**src/rtl/br_checkpoint_stack_pkg.sv**
```systemverilog
// Shared types for the branch checkpoint stack.
//   TAG_W       physical tag width, derived from the ROB size macro N_ENTRY_ROB
//   N_REG       architectural registers covered by one map-table snapshot
//   N_CKPT_DEF  default checkpoint count; ckpt_id_t is the matching id type
//   map_snap_t  one map-table snapshot: tag table plus ready bits
//   cdb_match   per-register hit vector of a tag table against the two CDB tags
`ifndef N_ENTRY_ROB
`define N_ENTRY_ROB 32
`endif

package br_checkpoint_stack_pkg;

   localparam int TAG_W      = $clog2(`N_ENTRY_ROB + 33);
   localparam int N_REG      = 32;
   localparam int N_CKPT_DEF = 4;
   localparam int ID_W_DEF   = $clog2(N_CKPT_DEF);

   typedef logic [ID_W_DEF-1:0] ckpt_id_t;
   typedef logic [TAG_W-1:0]    tag_t;

   typedef struct packed {
      tag_t [N_REG-1:0]   tag;
      logic [N_REG-1:0]   ready;
   } map_snap_t;

   function automatic logic [N_REG-1:0] cdb_match(input tag_t [N_REG-1:0] tags,
                                                  input tag_t c0,
                                                  input tag_t c1);
      logic [N_REG-1:0] m;
      m = '0;
      for (int i = 0; i < N_REG; i++) begin
         m[i] = (tags[i] == c0) || (tags[i] == c1);
      end
      return m;
   endfunction

endpackage

```
**src/rtl/br_checkpoint_stack_ckpt_entry.sv**
```systemverilog
// One checkpoint slot: holds a map-table snapshot and keeps its ready bits
// current by snooping the CDB while the slot is live.
// Ports:
//   clock          posedge clock
//   wr_en          capture wr_snap this cycle
//   wr_snap        snapshot to capture (ready bits merged with same-cycle CDB hits)
//   live           slot holds a live checkpoint; enables CDB snooping
//   cdb_0, cdb_1   completing tags
//   tag            stored tag table
//   ready_merged   stored ready bits OR'ed with same-cycle CDB hits
module ckpt_entry
   import br_checkpoint_stack_pkg::*;
(
   input  logic               clock,
   input  logic               wr_en,
   input  map_snap_t          wr_snap,
   input  logic               live,
   input  tag_t               cdb_0,
   input  tag_t               cdb_1,
   output tag_t [N_REG-1:0]   tag,
   output logic [N_REG-1:0]   ready_merged
);

   // Contents are don't-care until written, so the slot carries no reset.
   map_snap_t snap_q;

   always_ff @(posedge clock) begin
      if (wr_en) begin
         snap_q.tag   <= wr_snap.tag;
         snap_q.ready <= wr_snap.ready | cdb_match(wr_snap.tag, cdb_0, cdb_1);
      end else if (live) begin
         snap_q.ready <= snap_q.ready | cdb_match(snap_q.tag, cdb_0, cdb_1);
      end
   end

   assign tag          = snap_q.tag;
   assign ready_merged = snap_q.ready | cdb_match(snap_q.tag, cdb_0, cdb_1);

endmodule

```
**src/rtl/br_checkpoint_stack.sv**
```systemverilog
// Branch checkpoint stack: circular buffer of map-table snapshots, one per
// in-flight branch. A save captures the rename map snapshot at dispatch; a
// mispredicted resolve returns that snapshot (CDB-merged) to the map table in
// the same cycle and rolls the buffer back to just after the branch.
// Optional feature macro: CKPT_SQUASH_MASK_EN adds br_squash_mask.
// Ports:
//   clock, reset                    posedge clock, synchronous active-high reset
//   ckpt_save                       capture snap_tag_table/snap_ready_table
//   ckpt_id                         id given to a save this cycle (tail)
//   ckpt_full                       all checkpoints in use; stall branch dispatch
//   CDB_in_0, CDB_in_1              completing tags, snooped into stored ready bits
//   resolve_valid/_id/_mispredict   branch resolution
//   recovery_br                     map table must recover this cycle
//   recovery_Tag_table/_ready_table snapshot for recovery
//   br_squash_mask                  resolve_id plus younger live ids (macro only)
// Handshake: recovery_br is a valid-only strobe with no back-pressure; the map
// table must consume recovery_* in the cycle recovery_br is high. ckpt_full is
// the ready for ckpt_save; a save while full is dropped.
module br_checkpoint_stack
   import br_checkpoint_stack_pkg::*;
#(
   parameter  int N_CKPT = N_CKPT_DEF,
   localparam int ID_W   = $clog2(N_CKPT)
) (
   input  logic                    clock,
   input  logic                    reset,
   input  logic                    ckpt_save,
   input  logic [32*TAG_W-1:0]     snap_tag_table,
   input  logic [31:0]             snap_ready_table,
   output logic [ID_W-1:0]         ckpt_id,
   output logic                    ckpt_full,
   input  logic [TAG_W-1:0]        CDB_in_0,
   input  logic [TAG_W-1:0]        CDB_in_1,
   input  logic                    resolve_valid,
   input  logic [ID_W-1:0]         resolve_id,
   input  logic                    resolve_mispredict,
   output logic                    recovery_br,
   output logic [32*TAG_W-1:0]     recovery_Tag_table,
   output logic [31:0]             recovery_ready_table
`ifdef CKPT_SQUASH_MASK_EN
   ,
   output logic [N_CKPT-1:0]       br_squash_mask
`endif
);

   localparam int CNT_W = ID_W + 1;

   logic [ID_W-1:0]   head_q, tail_q, head_nx, tail_nx, age_r, sel_id;
   logic [CNT_W-1:0]  count_q, count_nx, count_pre, skip;
   logic [N_CKPT-1:0] valid_q, valid_nx, ent_wr;
   logic              save_ok, mp, cr, stop;
   map_snap_t         snap_in;

   tag_t [N_REG-1:0]  ent_tag   [N_CKPT];
   logic [N_REG-1:0]  ent_ready [N_CKPT];

   assign snap_in   = {snap_tag_table, snap_ready_table};
   assign ckpt_full = (count_q == CNT_W'(N_CKPT));
   assign ckpt_id   = tail_q;
   assign age_r     = resolve_id - head_q;

   // Resolves naming a dead slot are ignored entirely.
   assign mp = !reset && resolve_valid && resolve_mispredict && valid_q[resolve_id];
   assign cr = !reset && resolve_valid && !resolve_mispredict && valid_q[resolve_id];
   // Any mispredict in flight makes a same-cycle save wrong-path.
   assign save_ok = !reset && ckpt_save && !ckpt_full && !(resolve_valid && resolve_mispredict);

   always_comb begin
      ent_wr = '0;
      for (int i = 0; i < N_CKPT; i++) begin
         ent_wr[i] = save_ok && (tail_q == ID_W'(i));
      end
   end

   for (genvar g = 0; g < N_CKPT; g++) begin : g_ent
      ckpt_entry u_ent (
         .clock        (clock),
         .wr_en        (ent_wr[g]),
         .wr_snap      (snap_in),
         .live         (valid_q[g]),
         .cdb_0        (CDB_in_0),
         .cdb_1        (CDB_in_1),
         .tag          (ent_tag[g]),
         .ready_merged (ent_ready[g])
      );
   end

   // Next-state: first apply the event to valid/tail/count, then let head
   // sweep over any run of dead slots at the old end of the buffer.
   always_comb begin
      valid_nx  = valid_q;
      tail_nx   = tail_q;
      count_pre = count_q;
      if (mp) begin
         for (int i = 0; i < N_CKPT; i++) begin
            if ((ID_W'(i) - head_q) > age_r) valid_nx[i] = 1'b0;
         end
         valid_nx[resolve_id] = 1'b0;
         tail_nx   = resolve_id + 1'b1;
         count_pre = {1'b0, age_r} + CNT_W'(1);
      end else begin
         if (cr) valid_nx[resolve_id] = 1'b0;
         if (save_ok) begin
            valid_nx[tail_q] = 1'b1;
            tail_nx   = tail_q + 1'b1;
            count_pre = count_q + CNT_W'(1);
         end
      end

      skip = '0;
      stop = 1'b0;
      for (int k = 0; k < N_CKPT; k++) begin
         if (!stop && (CNT_W'(k) < count_pre) && !valid_nx[head_q + ID_W'(k)]) begin
            skip = skip + CNT_W'(1);
         end else begin
            stop = 1'b1;
         end
      end
      head_nx  = head_q + skip[ID_W-1:0];
      count_nx = count_pre - skip;
   end

   always_ff @(posedge clock) begin
      if (reset) begin
         head_q  <= '0;
         tail_q  <= '0;
         count_q <= '0;
         valid_q <= '0;
      end else begin
         head_q  <= head_nx;
         tail_q  <= tail_nx;
         count_q <= count_nx;
         valid_q <= valid_nx;
      end
   end

   // Outside a recovery the tables just show the oldest slot.
   assign sel_id               = mp ? resolve_id : head_q;
   assign recovery_br          = mp;
   assign recovery_Tag_table   = ent_tag[sel_id];
   assign recovery_ready_table = ent_ready[sel_id];

`ifdef CKPT_SQUASH_MASK_EN
   always_comb begin
      br_squash_mask = '0;
      if (mp) begin
         for (int i = 0; i < N_CKPT; i++) begin
            if ((ID_W'(i) == resolve_id) ||
                (valid_q[i] && ((ID_W'(i) - head_q) > age_r))) begin
               br_squash_mask[i] = 1'b1;
            end
         end
      end
   end
`endif

endmodule
```
**config.mk**
```make
export PLATFORM = sky130hd
export DESIGN_NAME = br_checkpoint_stack
export DESIGN_NICKNAME = d
export VERILOG_FILES = /design/src/rtl/br_checkpoint_stack_pkg.sv /design/src/rtl/br_checkpoint_stack_ckpt_entry.sv /design/src/rtl/br_checkpoint_stack.sv
export SDC_FILE = /design/constraint.sdc
export NUM_CORES = 2
export LEC_CHECK = 0
export CORE_MARGIN = 2
export CORE_UTILIZATION = 45
export DETAILED_ROUTE_END_ITERATION = 12
export HOLD_SLACK_MARGIN = 0.15
export PLACE_DENSITY = 0.72
export SLEW_MARGIN = 20
export SYNTH_ARGS = -nofsm -noshare
export SYNTH_HDL_FRONTEND = slang
export SYNTH_SLANG_ARGS = --single-unit
export TNS_END_PERCENT = 100
```
**constraint.sdc**
```tcl
create_clock -name clock -period 21.2 [get_ports clock]
set_input_delay 3.18 -clock clock [delete_from_list [all_inputs] [get_ports clock]]
set_output_delay 3.18 -clock clock [all_outputs]
set_load 0.005 [all_outputs]
```
==> impl_metrics.tcl <==
set metrics [dict create \
    crit_arrival_ps 8980 \
    finalCriticalPeriod_ps 12160 \
    cts.clk_slew.worst_paths_ps 60 \
    setup_ws_ps 9040 \
    synth_cell_type_count 54 \
    synth_fp_nets 6351 \
    routedWlPerCell_um 27.9 \
    yosys_register_bits 1035 \
    ys_seq_area_share_pct 46.3 \
    postCtsResizedCells 0 \
    vias_per_cell 6.16 \
    hold_path.class "flop to flop" \
    dr.first_iter.drc_count 6035 \
    vias 51762 \
    ctsRootBufferMaster "clkbuf_16" \
    p_leak_nw 24.9 \
    slew_headroom_pct 18.3 \
    cts_made_buffers 117 \
    yosysMostFrequentCell "xnor2_1" \
    grt_start_max_net_pins 212 \
    ff_latch_area_um2 31000 \
    status "completed" \
    clock-sinks 1035 \
    final_nets 6641 \
    grtUsageTotal_pct 29.9 \
    clock.fmax_mhz 82.3 \
    cap_violations 0 \
    worst_setup_path_start_kind "input pin" \
    antenna_found_initial 31 \
    boundaryPins 537 \
    hpwl_mm 144 \
    hold_depth 2 \
    gp_congestion 0.930 \
    min_from "ckpt_id[0]" \
    grt_pass1_wl_mm 343 \
    hold_viol_final 0 \
    worst-r2r-cell-count 26 \
    drc 0 \
    finalWirelength_mm 234 \
    async_flop_share_pct 0 \
    place_ws_ps 9430 \
    crit_start "reset" \
    crit_fanout 175 \
    multi_input_area_um2 34300 \
    insertion_delay_ps 760 \
    avgSynthCellArea_um2 11.0 \
    worstReg2RegEnd "count_q[2]" \
    ant_nets 0 \
    grt-ovfl-total 0 \
    synth_top_cell_area_share_pct 45.9 \
    drive_above_1_share_pct 6.43 \
    worst_pin_slew_ps 1230 \
    area_delta_synth_final_pct 16.2 \
    rrSetupSlack_ps 14490 \
    synthTopCellsByCount "xnor2_1, edfxtp_1, xor2_1" \
    cts_tree "done" \
    core_area_um2 148000 \
    setup_viol 0 \
    ir_worst_vdd_mv 0.0846 \
    finalMaxSlewViolations 0 \
    htreeDepth 3 \
    firstDrtPassIters 6 \
    cp.required_ps 18020 \
    skew_ps 33.2 \
    die_h_um 390 \
    initial_core_util_pct 45.3 \
    tns_ps 0 \
    p_per_area_nw_per_um2 85.4 \
    synth_edf_count 1024 \
    postCtsHoldBufs 0 \
    fill_cells 12603 \
    postCtsSetupBuffers 0 \
    yosys-top-cells-area "edfxtp_1, xnor2_1, xor2_1" \
    grt_pass1_vias 51813 \
    hold-worst-slack_ps 590 \
    synth-main-ff-cell "edfxtp_1" \
    synth_top_cell_by_area "edfxtp_1" \
    syn_inst 6060 \
    r2r-start "head_q[0]" \
    rsz0062_at_grt "no" \
    cts_buffer_depth 3 \
    path_class "input pin to output port" \
    die_x_um 390 \
    yosysWarnings 0 \
    min_period_over_period_pct 57.3 \
    crit_path_end_kind "output port" \
    portBuffers 536 \
    rows 141 \
    die_area_um2 152000 \
    hold_end "ckpt_id[0]" \
    synth_area_um2 67000 \
]
-- routing by layer --
layer / routed length (µm) / GRT usage, % / part of all wire, %
met5: 200 / 0 / 0.085
met1: 92200 / 39.7 / 39
met3: 25700 / 6.87 / 11
met4: 9900 / 13.4 / 4.2
met2: 107000 / 46.7 / 45
-- per-stage QoR --
step / std cells / area [µm²] / utilization (%) / power [mW]
floorplan: 6060 / 67000 / - / 3.55
global placement: 8160 / 73800 / 50.0 / 4.52
detailed placement: 8160 / 73800 / 50.0 / 4.54
CTS: 8381 / 77700 / 52.6 / 6.63
global route: 8390 / 77800 / 52.7 / 6.86
finish: 8401 / 77800 / 52.7 / 6.65
-- cell families (layout without fill, tap and decap cells) --
group                      after synthesis  count (layout)  synth area share (%)
muxes                                  168             168                  2.78
other                                    0              19                     0
DFF                                   1035            1035                  46.3
adders and majority gates               14              14                 0.273
and+or+nand+nor                       1576            1576                  12.9
xor gates and xnor gates              2248            2248                  29.4
AOI/OAI and AO/OA                      562             562                  5.73
buffers and inverters                  457             849                  2.61
-- power breakdown --
part           switching, mW  internal, mW  total, mW
logic                   1.22         0.924       2.15
clock network          0.892          1.21       2.10
registers             0.0659          2.34       2.40
-- worst max path at each step --
stage	cells past startpoint	endpoint	slack, ps
after detailed placement	10	recovery_ready_table[21]	9430
after global placement	11	recovery_Tag_table[155]	9480
after floorplan	6	g_ent[0].u_ent.snap_q[0]	9310
after global routing	11	recovery_ready_table[21]	8940
after CTS	10	recovery_ready_table[21]	9370
final	10	recovery_Tag_table[155]	9040
-- sequential cells by signal, summed over array words and instances (netlist names) --
register / count
count_q: 3
g_ent.u_ent.tag: 896
g_ent.u_ent.snap_q: 128
head_q: 2
valid_q: 4
ckpt_id: 2
-- worst max-delay path, stage by stage --
cell and delay [ps]:
clkdlybuf4s50_1 890, and3b_1 300, nand2_1 90, a22o_4 570
buf_4 820, buf_12 530, buf_4 850, a211oi_1 100
a31oi_1 480, clkdlybuf4s50_1 620
-- cell usage in the layout (no fill, tap or decap), types with 160 or more instances in the layout --
cell / instances
xnor2_1: 1285
clkdlybuf4s50_1: 522
nor4_1: 320
edfxtp_1: 1024
or3_1: 160
nand2_1: 463
nand4_1: 322
a31oi_1: 227
and2_1: 227
a211oi_1: 227
xor2_1: 963
-- area by class of cell --
type | instances | area share [%]
well taps | 1930 | 3.10
flip-flops and latches | 1035 | 39.8
clock buffers | 136 | 3.96
diodes | 19 | 0.0611
multi-input cells | 4568 | 44.1
clock inverters | 85 | 1.05
inverters | 20 | 0.116
repair buffers | 608 | 7.80
No activity file was read; power rests on OpenSTA's default activity.
